**src/rtl/tl_pkg.sv**
```systemverilog
// Shared definitions for the traffic-light intersection: phase encoding,
// lamp codes and default phase durations.
package tl_pkg;

  typedef enum logic [2:0] {
    IDLE  = 3'd0,
    AR_A  = 3'd1,
    NS_G  = 3'd2,
    NS_Y  = 3'd3,
    AR_B  = 3'd4,
    EW_G  = 3'd5,
    EW_Y  = 3'd6,
    NIGHT = 3'd7
  } state_t;

  // Lamp codes are {R,Y,G}.
  localparam logic [2:0] LAMP_R   = 3'b100;
  localparam logic [2:0] LAMP_Y   = 3'b010;
  localparam logic [2:0] LAMP_G   = 3'b001;
  localparam logic [2:0] LAMP_OFF = 3'b000;

  localparam int DEF_T_NS_G = 30;
  localparam int DEF_T_EW_G = 20;
  localparam int DEF_T_Y    = 3;
  localparam int DEF_T_RED  = 2;

  // A duration must fit the 6-bit timer load and be non-zero.
  function automatic bit dur_ok(input int d);
    return (d >= 1) && (d <= 63);
  endfunction

endpackage

```
**src/rtl/tl_lamp_decode.sv**
```systemverilog
// Decodes the phase register and night blink bit into the lamp drives
// for both roads.
module tl_lamp_decode
  import tl_pkg::*;
(
  input  logic [2:0] state,
  input  logic       blink,
  output logic [2:0] light_ns,
  output logic [2:0] light_ew
);

  // NOTE: every output gets a default before the case so no path leaves it
  // unassigned; that is what keeps this block free of inferred latches.
  always_comb begin
    light_ns = LAMP_R;
    light_ew = LAMP_R;
    case (state_t'(state))
      NS_G:    light_ns = LAMP_G;
      NS_Y:    light_ns = LAMP_Y;
      EW_G:    light_ew = LAMP_G;
      EW_Y:    light_ew = LAMP_Y;
      NIGHT: begin
        light_ns = blink ? LAMP_Y : LAMP_OFF;
        light_ew = blink ? LAMP_Y : LAMP_OFF;
      end
      default: ;
    endcase
  end

endmodule

```
**src/rtl/traffic_phase_ctrl.sv**
```systemverilog
// Phase sequencer for a two-road intersection. Steps through the light
// phases on the countdown timer's reload flag and loads its next duration.
module traffic_phase_ctrl
  import tl_pkg::*;
#(
  parameter int T_NS_G = DEF_T_NS_G,
  parameter int T_EW_G = DEF_T_EW_G,
  parameter int T_Y    = DEF_T_Y,
  parameter int T_RED  = DEF_T_RED
) (
  input  logic       clk,
  input  logic       rst_N,
  input  logic       run,
  input  logic       night_mode,
  input  logic       flag_re,
  output logic       timer_en,
  output logic [5:0] count_num,
  output logic [2:0] light_ns,
  output logic [2:0] light_ew,
  output logic [2:0] phase
);

  generate
    if (!(dur_ok(T_NS_G) && dur_ok(T_EW_G) && dur_ok(T_Y) && dur_ok(T_RED))) begin : g_bad_duration
      $error("traffic_phase_ctrl: every duration must lie in 1..63");
    end
  endgenerate

  localparam logic [5:0] CNT_NS_G = 6'(T_NS_G);
  localparam logic [5:0] CNT_EW_G = 6'(T_EW_G);
  localparam logic [5:0] CNT_Y    = 6'(T_Y);
  localparam logic [5:0] CNT_RED  = 6'(T_RED);

  state_t     state;
  state_t     state_nxt;
  logic       blink;
  logic       blink_nxt;
  logic [5:0] count_nxt;
  logic       advance;

  assign timer_en = state inside {AR_A, NS_G, NS_Y, AR_B, EW_G, EW_Y};
  assign advance  = timer_en & flag_re;
  assign phase    = 3'(state);

  always_comb begin
    state_nxt = state;
    if (night_mode) begin
      state_nxt = NIGHT;
    end else if (!run) begin
      state_nxt = IDLE;
    end else begin
      case (state)
        IDLE:    state_nxt = AR_A;
        NIGHT:   state_nxt = AR_A;
        AR_A:    if (advance) state_nxt = NS_G;
        NS_G:    if (advance) state_nxt = NS_Y;
        NS_Y:    if (advance) state_nxt = AR_B;
        AR_B:    if (advance) state_nxt = EW_G;
        EW_G:    if (advance) state_nxt = EW_Y;
        EW_Y:    if (advance) state_nxt = AR_A;
        default: state_nxt = IDLE;
      endcase
    end
  end

  // Blink restarts at 0 whenever NIGHT is entered, then toggles each clock.
  always_comb begin
    blink_nxt = 1'b0;
    if (state == NIGHT && state_nxt == NIGHT) blink_nxt = ~blink;
  end

  // Loaded from the next state so the timer sees the new duration before
  // its reload edge, one clock after the advance.
  always_comb begin
    count_nxt = CNT_RED;
    case (state_nxt)
      NS_G:    count_nxt = CNT_NS_G;
      NS_Y:    count_nxt = CNT_Y;
      EW_G:    count_nxt = CNT_EW_G;
      EW_Y:    count_nxt = CNT_Y;
      NIGHT:   count_nxt = 6'd0;
      default: count_nxt = CNT_RED;
    endcase
  end

  // NOTE: registers take non-blocking assignments so every flop samples the
  // pre-edge values regardless of statement order.
  always_ff @(posedge clk or negedge rst_N) begin
    if (!rst_N) begin
      state     <= IDLE;
      count_num <= CNT_RED;
      blink     <= 1'b0;
    end else begin
      state     <= state_nxt;
      count_num <= count_nxt;
      blink     <= blink_nxt;
    end
  end

  tl_lamp_decode u_lamp_decode (
    .state    (3'(state)),
    .blink    (blink),
    .light_ns (light_ns),
    .light_ew (light_ew)
  );

endmodule

```
**config.mk**
```make
export PLATFORM = sky130hd
export DESIGN_NAME = traffic_phase_ctrl
export DESIGN_NICKNAME = d
export VERILOG_FILES = /design/src/rtl/tl_pkg.sv /design/src/rtl/tl_lamp_decode.sv /design/src/rtl/traffic_phase_ctrl.sv
export SDC_FILE = /design/constraint.sdc
export NUM_CORES = 1
export LEC_CHECK = 0
export BUFFER_PORTS_ARGS = -buffer_cell sky130_fd_sc_hd__buf_2
export CAP_MARGIN = 20
export CORE_AREA = 5 5 42 44
export DETAILED_ROUTE_END_ITERATION = 7
export DIE_AREA = 0 0 47 49
export REMOVE_ABC_BUFFERS = 1
export SLEW_MARGIN = 15
export SYNTH_ARGS = -nofsm -noshare
export SYNTH_HDL_FRONTEND = slang
export SYNTH_SLANG_ARGS = --single-unit
```
**constraint.sdc**
```tcl
create_clock -name clk -period 1.2 [get_ports clk]
set_input_delay 0.06 -clock clk [delete_from_list [all_inputs] [get_ports clk]]
set_output_delay 0.06 -clock clk [all_outputs]
set_load 0.02 [all_outputs]
```
==> results of run 1 <==
-- report_power, final --
group          total [mW]  switching [mW]  internal [mW]
registers           0.304          0.0134          0.290
clock network       0.230           0.103          0.128
logic               0.339           0.183          0.156
-- kinds of logic (layout without fill, tap and decap cells) --
family	after synthesis	in the layout	synth area share, %
other	1	1	0.801
DFF	8	8	43.0
AOI/OAI and AO/OA	17	17	24.6
buffers and inverters	8	42	9.36
xor gates and xnor gates	1	1	1.87
and+or+nand+nor	17	17	20.3
-- metrics by stage --
stage          cells  power, mW  util [%]  worst slack, ns
2_1_floorplan     46      0.440         -           -0.305
3_3_place_gp      87      0.537      42.2          -0.0177
3_5_place_dp      87      0.539      42.2          -0.0223
4_1_cts          101      0.843      54.4           -0.150
5_1_grt          102      0.928      56.9           -0.228
6_report         102      0.873      56.9           -0.172
-- routing by layer --
metal | GRT usage [%] | vias to the layer above | routed length [um]
li1 | - | 254 | -
met1 | 13.8 | 253 | 516
met2 | 23.1 | 14 | 822
met3 | 5.54 | 6 | 73
met4 | 5.99 | 0 | 65
met5 | 0 | - | 0
-- synth_stat cells (2+ instances only) --
master | number | area share [%]
a21oi_1 | 5 | 5.3
a31o_2 | 2 | 3.7
buf_2 | 2 | 2.1
buf_4 | 3 | 4.8
dfrtp_1 | 7 | 37
inv_1 | 2 | 1.6
nand2_1 | 4 | 3.2
nand3_1 | 2 | 2.1
nand3b_1 | 2 | 3.2
nor2_1 | 2 | 1.6
nor3b_1 | 2 | 3.2
o211ai_1 | 2 | 3.2
o21ai_0 | 3 | 3.2
-- worst paths after layout --
| path | from | endpoint | cells past startpoint |
|---|---|---|---|
| worst max-delay path | phase[2]$_DFF_PN0_ | timer_en | 3 |
| worst min-delay path | night_mode | phase[0]$_DFF_PN0_ | 2 |
| worst max register to register | phase[0]$_DFF_PN0_ | count_num[0]$_DFF_PN0_ | 5 |
| worst min register to register | blink$_DFF_PN0_ | blink$_DFF_PN0_ | 1 |
| max in group asynchronous | rst_N | count_num[1]$_DFF_PN1_ | 2 |
| min in group asynchronous | rst_N | count_num[2]$_DFF_PN0_ | 2 |
-- final cells by class --
class                      instances  area share, %
multi-input combinational         36           35.2
timing repair buffer              36           31.9
sequential                         8           25.7
clock buffer                       4           3.30
tap                               16           2.51
inverter                           2           1.41
-- timing repair --
item / in CTS / in global routing
endpoints found under the hold margin: 8 / 0
hold buffers: 1 / 0
buffers inserted: 9 / 1
endpoints found under the setup margin: 12 / 16
pin swaps: 5 / 1
resized for setup: 23 / 7
-- critical path, stage by stage (launching register included) --
cell and delay [ns]:
dfrtp_2 0.43, or3_1 0.36, o21a_1 0.13, buf_6 0.13
-- sequential cells by signal, summed over array words and instances (netlist names) --
signal     count
phase          3
count_num      4
blink          1
==> metrics, run 1 <==
ANT cells 0; fin crit period 1.37 ns; total core area 1400 um2; startpoint types flip-flop; maximum buffer depth of the clock tree 2; Max Clock Freq 0.729 GHz; clock latency on the worst-skew pair roughly 0.27 ns; DRC 0; synthesized netlist cell count 52; Die Span Y approximately 49 um; global placement routability congestion about 0.78; Post-DP HPWL roughly 900 um; CP Data Required Time 1.14 ns; GRT overflow 0; DR pass1 iterations 4; starting density of the core 33.4%; period utilization 114%; P&R area growth vs syn 70.3%; Worst VDD drop 0.000618 V; final slew viol count 0; most common cell after layout, fill and taps aside buf_4; routed wire length between 1 and 1.5 mm; Pwr per Cell Area 1100 nW/um2; synthesized area per cell 9.00 um2; die width ~47 um; setup skew after layout roughly 0.016 ns; vias in the first global route between 500 and 600; Synth cell types 27; Register Area 205 um2; die area 2300 um2; H-tree Lvls 1; global-route wire length before repair 2.28 mm; FP Rows 14; drt first-iter violations 11; Root Buffer clkbuf_4; Clock Pin Slew Worst Setup and Hold Paths 0.06 ns; final setup violation count 15; Leak Pwr around 0.37 nW; fin nets 92; reg2reg setup slack -0.11 ns; max-cap violations 0; final hold slack 0.0511 ns; Worst Setup Path Type reg -> out; hold crit path type in -> reg; most frequent cells in the layout buf_4 (20), buf_2 (12), dfrtp_1 (4); Port Buffers 19; final hold violations 0; PnR worst setup slack -0.172 ns; share of cells above drive strength 1 ~65%; Synth Flop Type dfrtp_1; Post-synth EDFFs 0; multi-input logic area 280 um2; vias per cell 5.17; clock sink count 8; Synth Cell Area 468 um2; synthesized flop and latch total 8; routed len/inst 14.5 um; FILL cells 131; Critical Path End Type output pin; number of nets still failing antenna checks after routing 0; ys async rst share 100%; Vias 527; post-route cell area 797 um2; largest net degree at the start of global routing 9; Total GRT Usage between 10 and 15%; CTS tree built; register area share after synthesis 43.0%; TNS Setup -1.33 ns; Worst EP arrival 1.31 ns; RSZ-0062 raised after global routing true; Crit Path Max Fanout 4; yosys warns 0; total CTS buffers 3; io pins 21; outcome finished with violations; initial antenna violation count 0; Placement Cell Area around 590 um2; violated checks setup timing
Power figures use the tool's default switching activity.
==> run 2: changes to the inputs <==
--- a/constraint.sdc
+++ b/constraint.sdc
@@ -3,2 +3,2 @@
 set_output_delay 0.06 -clock clk [all_outputs]
-set_load 0.02 [all_outputs]
+set_load 0.01 [all_outputs]
==> run 2 against run 1 <==
The flow still finishes with violations (setup timing); non-clock buffer count shrank 1; first-iteration DRC count shrank 45%; clock skew shrank 0.0063 ns; combinational power shrank 6%; critical path depth is the same; utilization grew 2.3 points; clock-buffer cell count is the same; final cell count shrank 0.98%; sequential power grew 1%; die area is the same.
==> metrics, run 2 (synthesis results as in run 1) <==
Clock Pin Slew Worst Setup and Hold Paths 0.06 ns (about the same); final slew viol count 0 (unchanged); routed wire length 1.42 mm (was 1.48 mm); share of cells above drive strength 1 63.5% (was 65.1%); global placement routability congestion 0.821 (was 0.776); initial antenna violation count 0 (unchanged); FP Rows 14 (unchanged); fin util 59.2% (was 56.9%); DRC 0 (unchanged); global-route wire length before repair 2.26 mm (was 2.28 mm); total CTS buffers 3 (unchanged); R2R Path End count_num[0]$_DFF_PN0_ (unchanged); critical path cell sequence or3_1 > o21a_1 > buf_2 (was or3_1 > o21a_1 > buf_6); fin crit period 1.36 ns (was 1.37 ns); setup skew after layout 0.00935 ns (was 0.0157 ns); Max Clock Freq 0.735 GHz (was 0.729 GHz); Buffers & Inverters on Critical Path 1 (unchanged); GRT overflow 0 (unchanged); final non-filler cell total 101 (was 102); clock sink count 8 (unchanged); hold crit path type in -> reg (unchanged); Total GRT Usage 13.3% (was 13.6%); total core area 1400 um2 (unchanged); period utilization 113% (was 114%); P&R area growth vs syn 77.3% (was 70.3%); Port Buffers 19 (unchanged); H-tree Lvls 1 (unchanged); Post-DP HPWL 864 um (was 898 um); outcome finished with violations (unchanged); Root Buffer clkbuf_4 (unchanged); DR pass1 iterations 4 (unchanged); routed len/inst 14.1 um (was 14.5 um); vias per cell 5.02 (was 5.17); CTS tree built (unchanged); die width 47 um (unchanged); reg2reg setup slack -0.14 ns (was -0.11 ns); final setup violation count 10 (was 15); number of nets still failing antenna checks after routing 0 (unchanged); die area 2300 um2 (unchanged); Hold Path End phase[2]$_DFF_PN0_ (was phase[0]$_DFF_PN0_); hold path startpoint night_mode (unchanged); ANT cells 0 (unchanged); startpoint types flip-flop (unchanged); FILL cells 132 (was 131); max reg flops 4 (unchanged); largest net degree at the start of global routing 10 (was 9); violated checks setup timing (unchanged); drt first-iter violations 6 (was 11); max-cap violations 0 (unchanged); max incr delay on CP 0.43 ns (about the same); RR Startpoint phase[0]$_DFF_PN0_ (unchanged); hold path depth 2 (unchanged); starting density of the core 33.4% (unchanged); vias in the first global route 503 (was 540); most common cell after layout, fill and taps aside buf_2 (was buf_4); Inst Count DP 86 (was 87); clock latency on the worst-skew pair 0.26 ns (was 0.27 ns); io pins 21 (unchanged); Worst EP arrival 1.30 ns (was 1.31 ns); Reg with most FFs count_num (unchanged); Vias 507 (was 527); Leak Pwr 0.386 nW (was 0.375 nW); Reg2Reg Depth 5 (unchanged); Crit Path Max Fanout 6 (was 4); fin nets 91 (was 92); PnR worst setup slack -0.160 ns (was -0.172 ns); Pwr per Cell Area 1020 nW/um2 (was 1100 nW/um2); Slowest-stage cell, CP dfrtp_2 (unchanged); Critical Path End Type output pin (unchanged); Worst VDD drop 0.000684 V (was 0.000618 V); maximum buffer depth of the clock tree 2 (unchanged); Die Span Y 49 um (unchanged); final hold violations 0 (unchanged); Worst Setup Path Type reg -> out (unchanged); RSZ-0062 raised after global routing true (unchanged); CP Data Required Time 1.14 ns (about the same); family with the most delay on the worst path flip-flops (unchanged); most frequent cells in the layout buf_2 (18), buf_6 (10), buf_4 (6) (was buf_4 (20), buf_2 (12), dfrtp_1 (4))
==> run 2: per-stage QoR <==
step                hold slack, ns  setup TNS, ns  area [um2]  setup WS (ns)  power [mW]
floorplan                   -0.236        -0.0760         432        -0.0760       0.409
global placement           -0.0859        -0.0551         584        -0.0310       0.500
detailed placement         -0.0892        -0.0774         584        -0.0450       0.503
CTS                         0.0606         -0.891         754         -0.169       0.810
global route                0.0577          -1.41         830         -0.224       0.900
finish                      0.0751         -0.813         830         -0.160       0.848
==> run 2: worst max-delay path by stage <==
stage                             from                      to  cells past startpoint
floorplan           phase[0]$_DFF_PN0_  count_num[2]$_DFF_PN0_                      3
finish              phase[1]$_DFF_PN0_                timer_en                      3
global placement    phase[0]$_DFF_PN0_  count_num[2]$_DFF_PN0_                      3
global route        phase[1]$_DFF_PN0_                timer_en                      3
CTS                 phase[0]$_DFF_PN0_                timer_en                      3
detailed placement  phase[0]$_DFF_PN0_  count_num[2]$_DFF_PN0_                      3
==> run 2: repair_timing <==
action	in CTS	in global routing
hold buffers	1	0
endpoints found under the setup margin	11	15
pin swaps	3	5
buffers inserted	7	4
endpoints found under the hold margin	8	0
resized for setup	19	11
==> run 2: per-layer routing <==
| layer | vias to the layer above | part of all wire (%) | GRT usage [%] |
|---|---|---|---|
| met5 | - | 0 | 0 |
| li1 | 249 | - | - |
| met1 | 250 | 38 | 15.0 |
| met2 | 8 | 57 | 22.4 |
| met3 | 0 | 5.1 | 5.54 |
| met4 | 0 | 0 | 2.76 |
==> run 2: final cells by class <==
class	count	area, um2	share of cell area (%)
flip-flops and latches	8	205	24.7
inverters	2	7.51	0.905
clock buffers	4	26.3	3.17
multi-input cells	36	313	37.7
well taps	16	20.0	2.41
repair buffers	35	258	31.1
==> run 2: report_power, final <==
| group | leakage [nW] | internal, mW | switching, mW |
|---|---|---|---|
| clock network | 0.0150 | 0.127 | 0.0917 |
| registers | 0.0958 | 0.290 | 0.0181 |
| logic | 0.275 | 0.163 | 0.158 |
==> run 3: changes to the inputs <==
- ABC_AREA: default -> 1
==> run 3 against run 2 <==
The flow still finishes with violations (setup timing); global-route usage down 0.18 points; first-iteration DRC count increased by 130%; critical path depth is 1 higher; combinational power is 13% higher; clock-buffer cell count did not move; maximum frequency grew 5.9%; synthesized cell count is 21% higher; area after synthesis fell by 2.4%; cell area grew 4.5%; critical endpoint is now light_ew[2]; largest cell class unchanged; highest routed layer is now met4.
==> metrics, run 3 <==
outcome finished with violations (unchanged); violated checks setup timing (unchanged); hold crit path type in -> async (was in -> reg); starting density of the core 32.6% (was 33.4%); register area share after synthesis 44.1% (was 43.0%); die width 47 um (unchanged); RSZ-0062 raised after global routing true (unchanged); final hold violations 0 (unchanged); FILL cells 118 (was 132); drt first-iter violations 14 (was 6); met2 Track Usage GR 19.2% (was 22.4%); clock sink count 8 (unchanged); Total GRT Usage 13.1% (was 13.3%); max reg flops 4 (unchanged); fin crit period 1.28 ns (was 1.36 ns); Power Internal 587 uW (was 580 uW); vias in the first global route 479 (was 503); final non-filler cell total 114 (was 101); Synth Flop Type dfrtp_1 (unchanged); Post-synth EDFFs 0 (unchanged); most frequent cells in the layout buf_2 (19), buf_6 (9), inv_1 (7), nand2_2 (7) (was buf_2 (18), buf_6 (10), buf_4 (6)); initial antenna violation count 0 (unchanged); Pwr per Cell Area 1050 nW/um2 (was 1020 nW/um2); fin util 61.9% (was 59.2%); P&R area growth vs syn 89.9% (was 77.3%); ANT cells 0 (unchanged); Area contributors post-synth dfrtp_1 (38%), nand2_1 (14%), inv_1 (9.0%) (was dfrtp_1 (37%), dfstp_2 (5.6%), a21oi_1 (5.3%)); routed wire length 1.53 mm (was 1.42 mm); startpoint types flip-flop (unchanged); Worst VDD drop 0.000519 V (was 0.000684 V); max-cap violations 0 (unchanged); synthesized netlist cell count 63 (was 52); GRT overflow 0 (unchanged); Synth top area share 38.4% (was 37.4%); period utilization 107% (was 113%); Synth area leader dfrtp_1 (unchanged); share of cells above drive strength 1 73.5% (was 63.5%); yosys warns 0 (unchanged); Net Sw Power 322 uW (was 267 uW); Max Clock Freq 0.779 GHz (was 0.735 GHz); number of nets still failing antenna checks after routing 0 (unchanged); Clock Pin Slew Worst Setup and Hold Paths 0.06 ns (about the same); Setup WS pre-CTS 0.0296 ns (was -0.0450 ns); fin nets 104 (was 91); routed len/inst 13.4 um (was 14.1 um); final setup violation count 9 (was 10); maximum buffer depth of the clock tree 2 (unchanged); Die Span Y 49 um (unchanged); largest net degree at the start of global routing 9 (was 10); Post-DP HPWL 925 um (was 864 um); setup skew after layout 0.0135 ns (was 0.00935 ns); Inst Count DP 104 (was 86); Placement Cell Area 617 um2 (was 584 um2); CTS tree built (unchanged); Vias 547 (was 507); Flop pwr share 34.9% (was 36.4%); global placement routability congestion 0.816 (was 0.821); PnR worst setup slack -0.0842 ns (was -0.160 ns); Clock power frac 25.2% (was 25.8%); Register Area 205 um2 (unchanged); FP Rows 14 (unchanged); top post-synthesis cells by count nand2_1 (17), inv_1 (11), dfrtp_1 (7) (was dfrtp_1 (7), a21oi_1 (5), nand2_1 (4)); global-route wire length before repair 2.20 mm (was 2.26 mm); GRT busiest layer met2 (unchanged); Root Buffer clkbuf_4 (unchanged); Reg with most FFs count_num (unchanged); Worst Setup Path Type reg -> out (unchanged); most common cell after layout, fill and taps aside buf_2 (unchanged); Port Buffers 19 (unchanged); CP Data Required Time 1.14 ns (about the same); Sw Share 35.4% (was 31.5%); Crit Path Max Fanout 5 (was 6); die area 2300 um2 (unchanged); count leader, synth nand2_1 (was dfrtp_1); vias per cell 4.80 (was 5.02); Synth Cell Area 457 um2 (was 468 um2); Leak Pwr 0.481 nW (was 0.386 nW); Worst EP arrival 1.22 ns (was 1.30 ns); ys async rst share 100% (unchanged); post-route cell area 867 um2 (was 830 um2); Synth cell types 17 (was 27); total core area 1400 um2 (unchanged); Combinational Power Share 39.9% (was 37.8%); met3 Use GR 2.21% (was 5.54%); clock latency on the worst-skew pair 0.26 ns (about the same); GRT met1 Usage 17.6% (was 15.0%); DRC 0 (unchanged); synthesized area per cell 7.25 um2 (was 9.00 um2); total CTS buffers 3 (unchanged); final hold slack 0.163 ns (was 0.0751 ns); multi-input logic area 312 um2 (was 313 um2); synthesized flop and latch total 8 (unchanged); io pins 21 (unchanged); DR pass1 iterations 4 (unchanged); final slew viol count 0 (unchanged); Critical Path End Type output pin (unchanged); H-tree Lvls 1 (unchanged)
==> run 3: cell types whose count changed after synthesis, sizes merged, moves of 3 or more <==
| cell | change |
|---|---|
| nand3 | +5 |
| nand2 | +15 |
| inv | +11 |
| a21oi | -3 |
==> run 3: what timing repair did <==
action | 4_1_cts | 5_1_grt
hold buffers | 1 | 0
pin swaps | 3 | 12
buffers inserted | 4 | 3
setup endpoints to repair | 7 | 12
resized for setup | 15 | 39
endpoints found under the hold margin | 8 | 0
cloned | 0 | 0
==> run 3: path summary, 6_finish.rpt <==
check	start	endpoint	slack, ns	depth (start not counted)
worst max-delay path	phase[1]$_DFF_PN0_	light_ew[2]	-0.08	4
worst min-delay path	rst_N	count_num[0]$_DFF_PN0_	0.16	2
worst max register to register	phase[1]$_DFF_PN0_	count_num[0]$_DFF_PN0_	-0.03	8
worst min register to register	blink$_DFF_PN0_	blink$_DFF_PN0_	0.48	1
max in group asynchronous	rst_N	count_num[1]$_DFF_PN1_	0.79	2
min in group clk	night_mode	phase[1]$_DFF_PN0_	0.17	3
==> run 3: power by group through the flow <==
| stage | Clock, mW | Sequential, mW | Combinational (mW) |
|---|---|---|---|
| after CTS | 0.230 | 0.312 | 0.266 |
| after global placement | 0 | 0.314 | 0.225 |
| final | 0.229 | 0.317 | 0.363 |
| after floorplan | 0 | 0.327 | 0.0973 |
| after detailed placement | 0 | 0.315 | 0.226 |
| after global routing | 0.254 | 0.320 | 0.393 |
==> run 3: layout make-up <==
class	instances	share of cell area (%)
inverters	14	6.93
repair buffers	34	28.1
well taps	16	2.31
flip-flops and latches	8	23.7
multi-input cells	38	35.9
clock buffers	4	3.03
==> run 3: logic make-up (layout without fill, tap and decap cells) <==
kind of cell	count (synthesis)	in the layout	synth area share, %
simple gates	32	32	33.2
other cells	1	1	0.821
flops	8	8	44.1
compound gates	5	5	5.48
buf+inv	17	52	16.4
==> run 3: metal layers <==
metal / part of all wire [%] / up-vias
li1: - / 261
met1: 37 / 256
met2: 54 / 24
met3: 5.2 / 6
met4: 3.0 / 0
met5: 0 / -
==> run 3: metrics by stage <==
step	power (mW)	setup TNS (ns)
2_1_floorplan	0.425	0
3_3_place_gp	0.539	0
3_5_place_dp	0.541	0
4_1_cts	0.808	-0.460
5_1_grt	0.966	-0.999
6_report	0.909	-0.433
==> run 3: critical path, cell delays in order, from the launching register on <==
cell and delay, ns:
dfrtp_2 0.45, buf_6 0.14, nor3_4 0.19, nor2_1 0.05, buf_2 0.13
